--- config.mk ---
export PLATFORM = sky130hd
export DESIGN_NAME = match_tx_scheduler
export DESIGN_NICKNAME = d
export VERILOG_FILES = /design/src/rtl/match_tx_scheduler.sv
export SDC_FILE = /design/constraint.sdc
export NUM_CORES = 1
export LEC_CHECK = 0
export CORE_ASPECT_RATIO = 0.7
export CORE_MARGIN = 3
export CORE_UTILIZATION = 44
export CTS_BUF_LIST = sky130_fd_sc_hd__clkbuf_4 sky130_fd_sc_hd__clkbuf_8
export DETAILED_ROUTE_END_ITERATION = 16
export PLACE_DENSITY = 0.95
export SKIP_LAST_GASP = 1
export SLEW_MARGIN = 20
export SYNTH_ARGS = -nofsm -noshare
export SYNTH_HDL_FRONTEND = slang
export SYNTH_SLANG_ARGS = --single-unit
export TNS_END_PERCENT = 100
--- constraint.sdc ---
create_clock -name clock_i -period 4.1 [get_ports clock_i]
set_clock_uncertainty 0.15 [all_clocks]
set_input_delay 0.82 -clock clock_i [delete_from_list [all_inputs] [get_ports clock_i]]
set_output_delay 0.82 -clock clock_i [all_outputs]
set_load 0.01 [all_outputs]
--- src/rtl/match_tx_scheduler.sv ---
// Round-robin share of one transmitter match port: grant in the request cycle, m_match_valid next cycle, one packet in flight until tlast or watchdog.
// Requesters are stalled (s_match_ready low) while busy; optional MATCH_SCHED_PRIO0_EN gives requester 0 strict priority.
module match_tx_scheduler #(
    parameter int NUM_REQ        = 4,
    parameter int ADDR_WIDTH     = 8,
    parameter int LEN_WIDTH      = 16,
    parameter int TIMEOUT_CYCLES = 4096
) (
    input  logic                            clock_i,
    input  logic                            reset_ni,
    input  logic [NUM_REQ-1:0]              s_match_valid,
    output logic [NUM_REQ-1:0]              s_match_ready,
    input  logic [NUM_REQ*ADDR_WIDTH-1:0]   s_match_addr,
    input  logic [NUM_REQ*LEN_WIDTH-1:0]    s_match_pkt_len,
    output logic                            m_match_valid,
    input  logic                            m_match_ready,
    output logic [ADDR_WIDTH-1:0]           m_match_addr,
    output logic [LEN_WIDTH-1:0]            m_match_pkt_len,
    input  logic                            mon_axis_tvalid,
    input  logic                            mon_axis_tready,
    input  logic                            mon_axis_tlast,
    output logic                            busy_o,
    output logic [$clog2(NUM_REQ)-1:0]      grant_id_o,
    output logic                            err_timeout_o,
    input  logic                            err_clear_i,
    output logic [15:0]                     drop_cnt_o
);
    localparam int ID_W = $clog2(NUM_REQ);
    localparam int WD_W = (TIMEOUT_CYCLES > 1) ? $clog2(TIMEOUT_CYCLES) : 1;
    localparam logic [WD_W-1:0] WD_LAST = WD_W'((TIMEOUT_CYCLES > 0) ? TIMEOUT_CYCLES - 1 : 0);

    typedef enum logic [1:0] {S_IDLE, S_ISSUE, S_WAIT_DONE} state_t;

    state_t                r_state;
    logic [ID_W-1:0]       r_rr_ptr;
    logic [ID_W-1:0]       r_grant_id;
    logic [WD_W-1:0]       r_wd_cnt;
    logic                  r_m_valid;
    logic [ADDR_WIDTH-1:0] r_m_addr;
    logic [LEN_WIDTH-1:0]  r_m_len;
    logic                  r_err;
    logic [15:0]           r_drop_cnt;

    logic                  w_found;
    logic                  w_upd_ptr;
    logic [ID_W-1:0]       w_win;
    logic [NUM_REQ-1:0]    w_onehot;
    logic [ADDR_WIDTH-1:0] w_addr;
    logic [LEN_WIDTH-1:0]  w_len;
    logic                  w_done;
    logic                  w_timeout;

    // Search starts one past the last winner and wraps.
    always_comb begin : p_arb
        int idx;
        w_found   = 1'b0;
        w_win     = '0;
        w_upd_ptr = 1'b1;
        for (int k = 1; k <= NUM_REQ; k++) begin
            idx = int'(r_rr_ptr) + k;
            if (idx >= NUM_REQ) idx = idx - NUM_REQ;
            for (int i = 0; i < NUM_REQ; i++) begin
                if (i == idx && !w_found && s_match_valid[i]) begin
                    w_found = 1'b1;
                    w_win   = ID_W'(i);
                end
            end
        end
`ifdef MATCH_SCHED_PRIO0_EN
        if (s_match_valid[0]) begin
            w_win     = '0;
            w_upd_ptr = 1'b0;
        end
`endif
    end

    always_comb begin
        w_addr   = '0;
        w_len    = '0;
        w_onehot = '0;
        for (int i = 0; i < NUM_REQ; i++) begin
            if (w_found && ID_W'(i) == w_win) begin
                w_addr      = s_match_addr[i*ADDR_WIDTH +: ADDR_WIDTH];
                w_len       = s_match_pkt_len[i*LEN_WIDTH +: LEN_WIDTH];
                w_onehot[i] = 1'b1;
            end
        end
    end

    assign w_done    = mon_axis_tvalid & mon_axis_tready & mon_axis_tlast;
    assign w_timeout = (TIMEOUT_CYCLES != 0) && (r_state == S_WAIT_DONE) && !w_done
                       && (r_wd_cnt == WD_LAST);

    always_ff @(posedge clock_i or negedge reset_ni) begin
        if (!reset_ni) begin
            r_state    <= S_IDLE;
            r_rr_ptr   <= '0;
            r_grant_id <= '0;
            r_wd_cnt   <= '0;
            r_m_valid  <= 1'b0;
            r_m_addr   <= '0;
            r_m_len    <= '0;
            r_err      <= 1'b0;
            r_drop_cnt <= '0;
        end else begin
            case (r_state)
                S_IDLE: begin
                    if (w_found) begin
                        r_m_addr   <= w_addr;
                        r_m_len    <= w_len;
                        r_grant_id <= w_win;
                        if (w_upd_ptr) r_rr_ptr <= w_win;
                        if (w_len != '0) begin
                            r_state   <= S_ISSUE;
                            r_m_valid <= 1'b1;
                        end else if (r_drop_cnt != 16'hFFFF) begin
                            r_drop_cnt <= r_drop_cnt + 16'd1;
                        end
                    end
                end
                S_ISSUE: begin
                    if (m_match_ready) begin
                        r_m_valid <= 1'b0;
                        r_wd_cnt  <= '0;
                        r_state   <= S_WAIT_DONE;
                    end
                end
                S_WAIT_DONE: begin
                    if (w_done || w_timeout) r_state <= S_IDLE;
                    else r_wd_cnt <= r_wd_cnt + 1'b1;
                end
                default: r_state <= S_IDLE;
            endcase
            // A timeout in the same cycle as a clear leaves the error set.
            if (w_timeout) r_err <= 1'b1;
            else if (err_clear_i) r_err <= 1'b0;
        end
    end

    assign s_match_ready   = (reset_ni && r_state == S_IDLE) ? w_onehot : '0;
    assign m_match_valid   = r_m_valid;
    assign m_match_addr    = r_m_addr;
    assign m_match_pkt_len = r_m_len;
    assign busy_o          = (r_state != S_IDLE);
    assign grant_id_o      = r_grant_id;
    assign err_timeout_o   = r_err;
    assign drop_cnt_o      = r_drop_cnt;
endmodule

==> results by group, run 1 <==
Detailed routing
  – Vias/cell: 6.02
  – Drt pass-1 iters: 5
  – Initial DRC count: 410
  – Total number of vias: ~4000
  – Total routed wirelength: between 10000 and 15000 um
  – # DRC: 0
  – Routed Antenna Nets: 0
  – Drt wl/cell: 19.6 um

Worst setup path
  – WP buf/inv: 3
  – Nature of the critical path startpoint: input pin
  – Max incr delay on CP: about 540 ps
  – Kind of end point of the critical path: output pin
  – CP cell instances: clkdlybuf4s50_1 > or2_4 > o221ai_4 > and2_1 > buf_4 > nor2b_1 > clkdlybuf4s50_1
  – Crit path max fanout: 12
  – CP most frequent cell: clkdlybuf4s50_1
  – Worst reg2reg setup slack: around 590 ps
  – Critical path origin: s_match_valid[2]
  – CP max-delay cell: clkdlybuf4s50_1
  – Critical R2R Launch: grant_id_o[1]
  – Crit path arrival time: roughly 3000 ps
  – Worst r2r path cells: 10
  – RR Endpoint: drop_cnt_o[5]
  – Critical path required time: around 3100 ps
  – Largest delay share family, worst path: buffers and inverters
  – Kind of critical path: in2out

Timing
  – Max-slew headroom: 48.9%
  – Final setup vio count: 0
  – Setup TNS: 0 ps
  – RSZ-0062 raised after global routing: false
  – Slew at the pin with the worst max-slew slack: roughly 760 ps
  – Final min period: about 4000 ps
  – Fmax achieved: ~250 MHz
  – Final hold vios: 0
  – Fin crit share: ~98%
  – Fin. max-slew vios: 0

Placed design
  – IO Port Bufs: about 160
  – Routability Congestion: between 1 and 1.5
  – Dpl hpwl: between 9000 and 10000 um

Die
  – Die ar.: between 9000 and 10000 um2
  – IO Pins: between 150 and 200
  – Starting Density: between 40 and 50%
  – Standard-cell rows: 26
  – Die Wd: roughly 110 um
  – Core region area: about 7500 um2
  – Die height: approximately 80 um

Clocking
  – Hold-fix buffers at CTS: 0
  – CTS resizes: 0
  – Longest Clk Path Bufs: 2
  – CTS H-tree lvls: 3
  – Clock Latency Late Sink: roughly 350 ps
  – Post-CTS Setup Bufs: 0
  – Clock Sink Count: 58
  – Worst-path clk slew: roughly 60 ps
  – CTS tree: done
  – Clk root buf: clkbuf_8
  – CTS Buf Count: 9

Synth
  – Syn Inst Count: ~400
  – Post-synth net total: between 400 and 500
  – Asr flop ratio synth: between 90% and 100%
  – Yosys warns: 0
  – Post-synth EDFFs: 0
  – Netlist cell types: 58
  – Synth Flop Type: dfrtp_1
  – Syn Area/Cell: ~9.0 um2
  – Sequential share of the synthesized area: 41.3%
  – Yosys reg bits: 58
  – Synth Cell Area: around 3500 um2

Layout
  – # fillers: around 510
  – Ant diodes: 0
  – Final nets: 675
  – Seq. cell area: roughly 1500 um2
  – Final Util: roughly three quarters
  – Share of layout cells above drive strength 1: between 10% and 20%
  – Multi-input logic area: 1940 um2
  – P&R area growth vs syn: 58.9%

Job
  – Max-cap violations: 0

Worst hold path
  – End of the worst hold path: drop_cnt_o[11]
  – Hold crit path type: reg2reg
  – Worst Hold Path Cells: 1
  – Hold Crit Start: drop_cnt_o[11]

Global routing
  – GRT overflow: 0
  – GRT Total Usage: approximately 30%
  – Largest net degree at the start of global routing: 59
  – Vias in the first global route: 4215
  – First-pass GRT wire length: around 21000 um
  – Initial antenna violation count: 0

Pwr
  – Power per cell area: approximately 560 nW/um2
  – Lkg Pwr: about 2.4 nW
  – Max rail drop VDD: 0.000364 V

Run status
  – Status: complete, no violations
stage by stage:
step	hold WS [ps]	area, um2	setup slack (ps)	power [mW]	cells
finish	346	5580	90.1	3.14	668
global route	362	5580	3.08	3.32	668
CTS	343	5550	1.73	3.11	668
detailed placement	327	5340	-329	2.51	653
global placement	329	5340	-145	2.44	653
floorplan	341	3510	510	1.70	389
routing by layer:
| layer | GRT usage, % | vias up | share of wire [%] |
|---|---|---|---|
| met2 | 49.9 | 225 | 49 |
| met5 | 0 | - | 0 |
| met1 | 34.8 | 1943 | 39 |
| met3 | 9.23 | 36 | 9.3 |
| met4 | 11.5 | 0 | 2.5 |
| li1 | - | 1816 | - |
cell usage in the layout (no fill, tap or decap), types with 3 or more instances in the layout:
| master | instances |
|---|---|
| a21oi_1 | 21 |
| a221oi_1 | 8 |
| a222oi_1 | 6 |
| a2bb2oi_1 | 3 |
| a31oi_1 | 13 |
| a41o_1 | 7 |
| and2_1 | 6 |
| and3_1 | 15 |
| and4_1 | 11 |
| buf_4 | 38 |
| clkbuf_8 | 9 |
| clkdlybuf4s50_1 | 152 |
| clkinv_2 | 3 |
| dfrtp_1 | 58 |
| inv_1 | 7 |
| mux2_2 | 3 |
| nand2_1 | 24 |
| nand2b_1 | 6 |
| nand3_1 | 14 |
| nand4_1 | 9 |
| nor2_1 | 50 |
| nor2b_1 | 8 |
| nor3_1 | 5 |
| nor4_1 | 4 |
| nor4_2 | 6 |
| o21ai_0 | 9 |
| o22ai_1 | 6 |
| or3_1 | 3 |
| or4_1 | 3 |
| xnor2_1 | 5 |
| xor2_1 | 20 |
final cells by class:
class,count,area share [%]
inverters,7,0.471
well taps,98,2.20
clock buffers,9,2.22
clock inverters,6,1.48
repair buffers,193,32.9
flip-flops and latches,58,26.0
multi-input cells,297,34.7
cell usage after synthesis (all sizes together), types with 2 or more instances:
cell type | count | area (um2)
dfrtp | 58 | 1450
nor2 | 50 | 188
nand2 | 24 | 90.1
a21oi | 21 | 105
xor2 | 20 | 175
and3 | 16 | 105
clkbuf | 15 | 56.3
nand3 | 14 | 70.1
a31oi | 13 | 81.3
buf | 12 | 70.1
and4 | 11 | 96.3
o21ai | 11 | 55.1
nor4 | 10 | 93.8
nand4 | 9 | 56.3
a221oi | 8 | 70.1
nor2b | 8 | 50.1
a41o | 7 | 70.1
inv | 7 | 26.3
a222oi | 6 | 60.1
and2 | 6 | 37.5
nand2b | 6 | 37.5
o22ai | 6 | 37.5
nor3 | 5 | 25.0
xnor2 | 5 | 43.8
or4 | 4 | 30.0
a2bb2oi | 3 | 26.3
mux2 | 3 | 33.8
or3 | 3 | 18.8
a2111oi | 2 | 17.5
a21o | 2 | 15.0
a41oi | 2 | 17.5
ha | 2 | 25.0
o221ai | 2 | 23.8
o31a | 2 | 17.5
or2 | 2 | 12.5
state kept, by name, summed over array words and instances, names as in the netlist:
name,flops
r_wd_cnt,12
drop_cnt_o,16
err_timeout_o,1
r_state,2
m_match_valid,1
m_match_addr,8
m_match_pkt_len,16
grant_id_o,2
power breakdown:
part / total [mW] / switching [mW] / internal, mW
Sequential: 0.880 / 0.142 / 0.738
Clock: 0.573 / 0.238 / 0.335
Combinational: 1.69 / 0.878 / 0.810
how the worst max path moves through the flow:
stage	endpoint	slack, ps	depth (start not counted)
2_1_floorplan	drop_cnt_o[7]	510	9
3_3_place_gp	drop_cnt_o[9]	-140	10
3_5_place_dp	drop_cnt_o[15]	-330	11
4_1_cts	s_match_ready[1]	2	7
5_1_grt	s_match_ready[1]	3	7
6_report	s_match_ready[1]	90	7
kinds of logic after synthesis:
group	count (synthesis)	synth area share, %
DFF	58	41.3
AOI/OAI and AO/OA	96	19.7
muxes	4	1.25
xor gates and xnor gates	25	6.24
adders and majority gates	2	0.713
buffers and inverters	34	4.35
and+or+nand+nor	170	26.4
Note: power is estimated with default switching activity, not from simulation.
==> run 2, diff against run 1 <==
--- a/config.mk
+++ b/config.mk
@@ -12,7 +12,7 @@
 export DETAILED_ROUTE_END_ITERATION = 16
 export PLACE_DENSITY = 0.95
 export SKIP_LAST_GASP = 1
-export SLEW_MARGIN = 20
+export SLEW_MARGIN = 10
 export SYNTH_ARGS = -nofsm -noshare
 export SYNTH_HDL_FRONTEND = slang
 export SYNTH_SLANG_ARGS = --single-unit
==> results of run 2 <==
Final layout, timing and power as in run 1 (identical DEF).
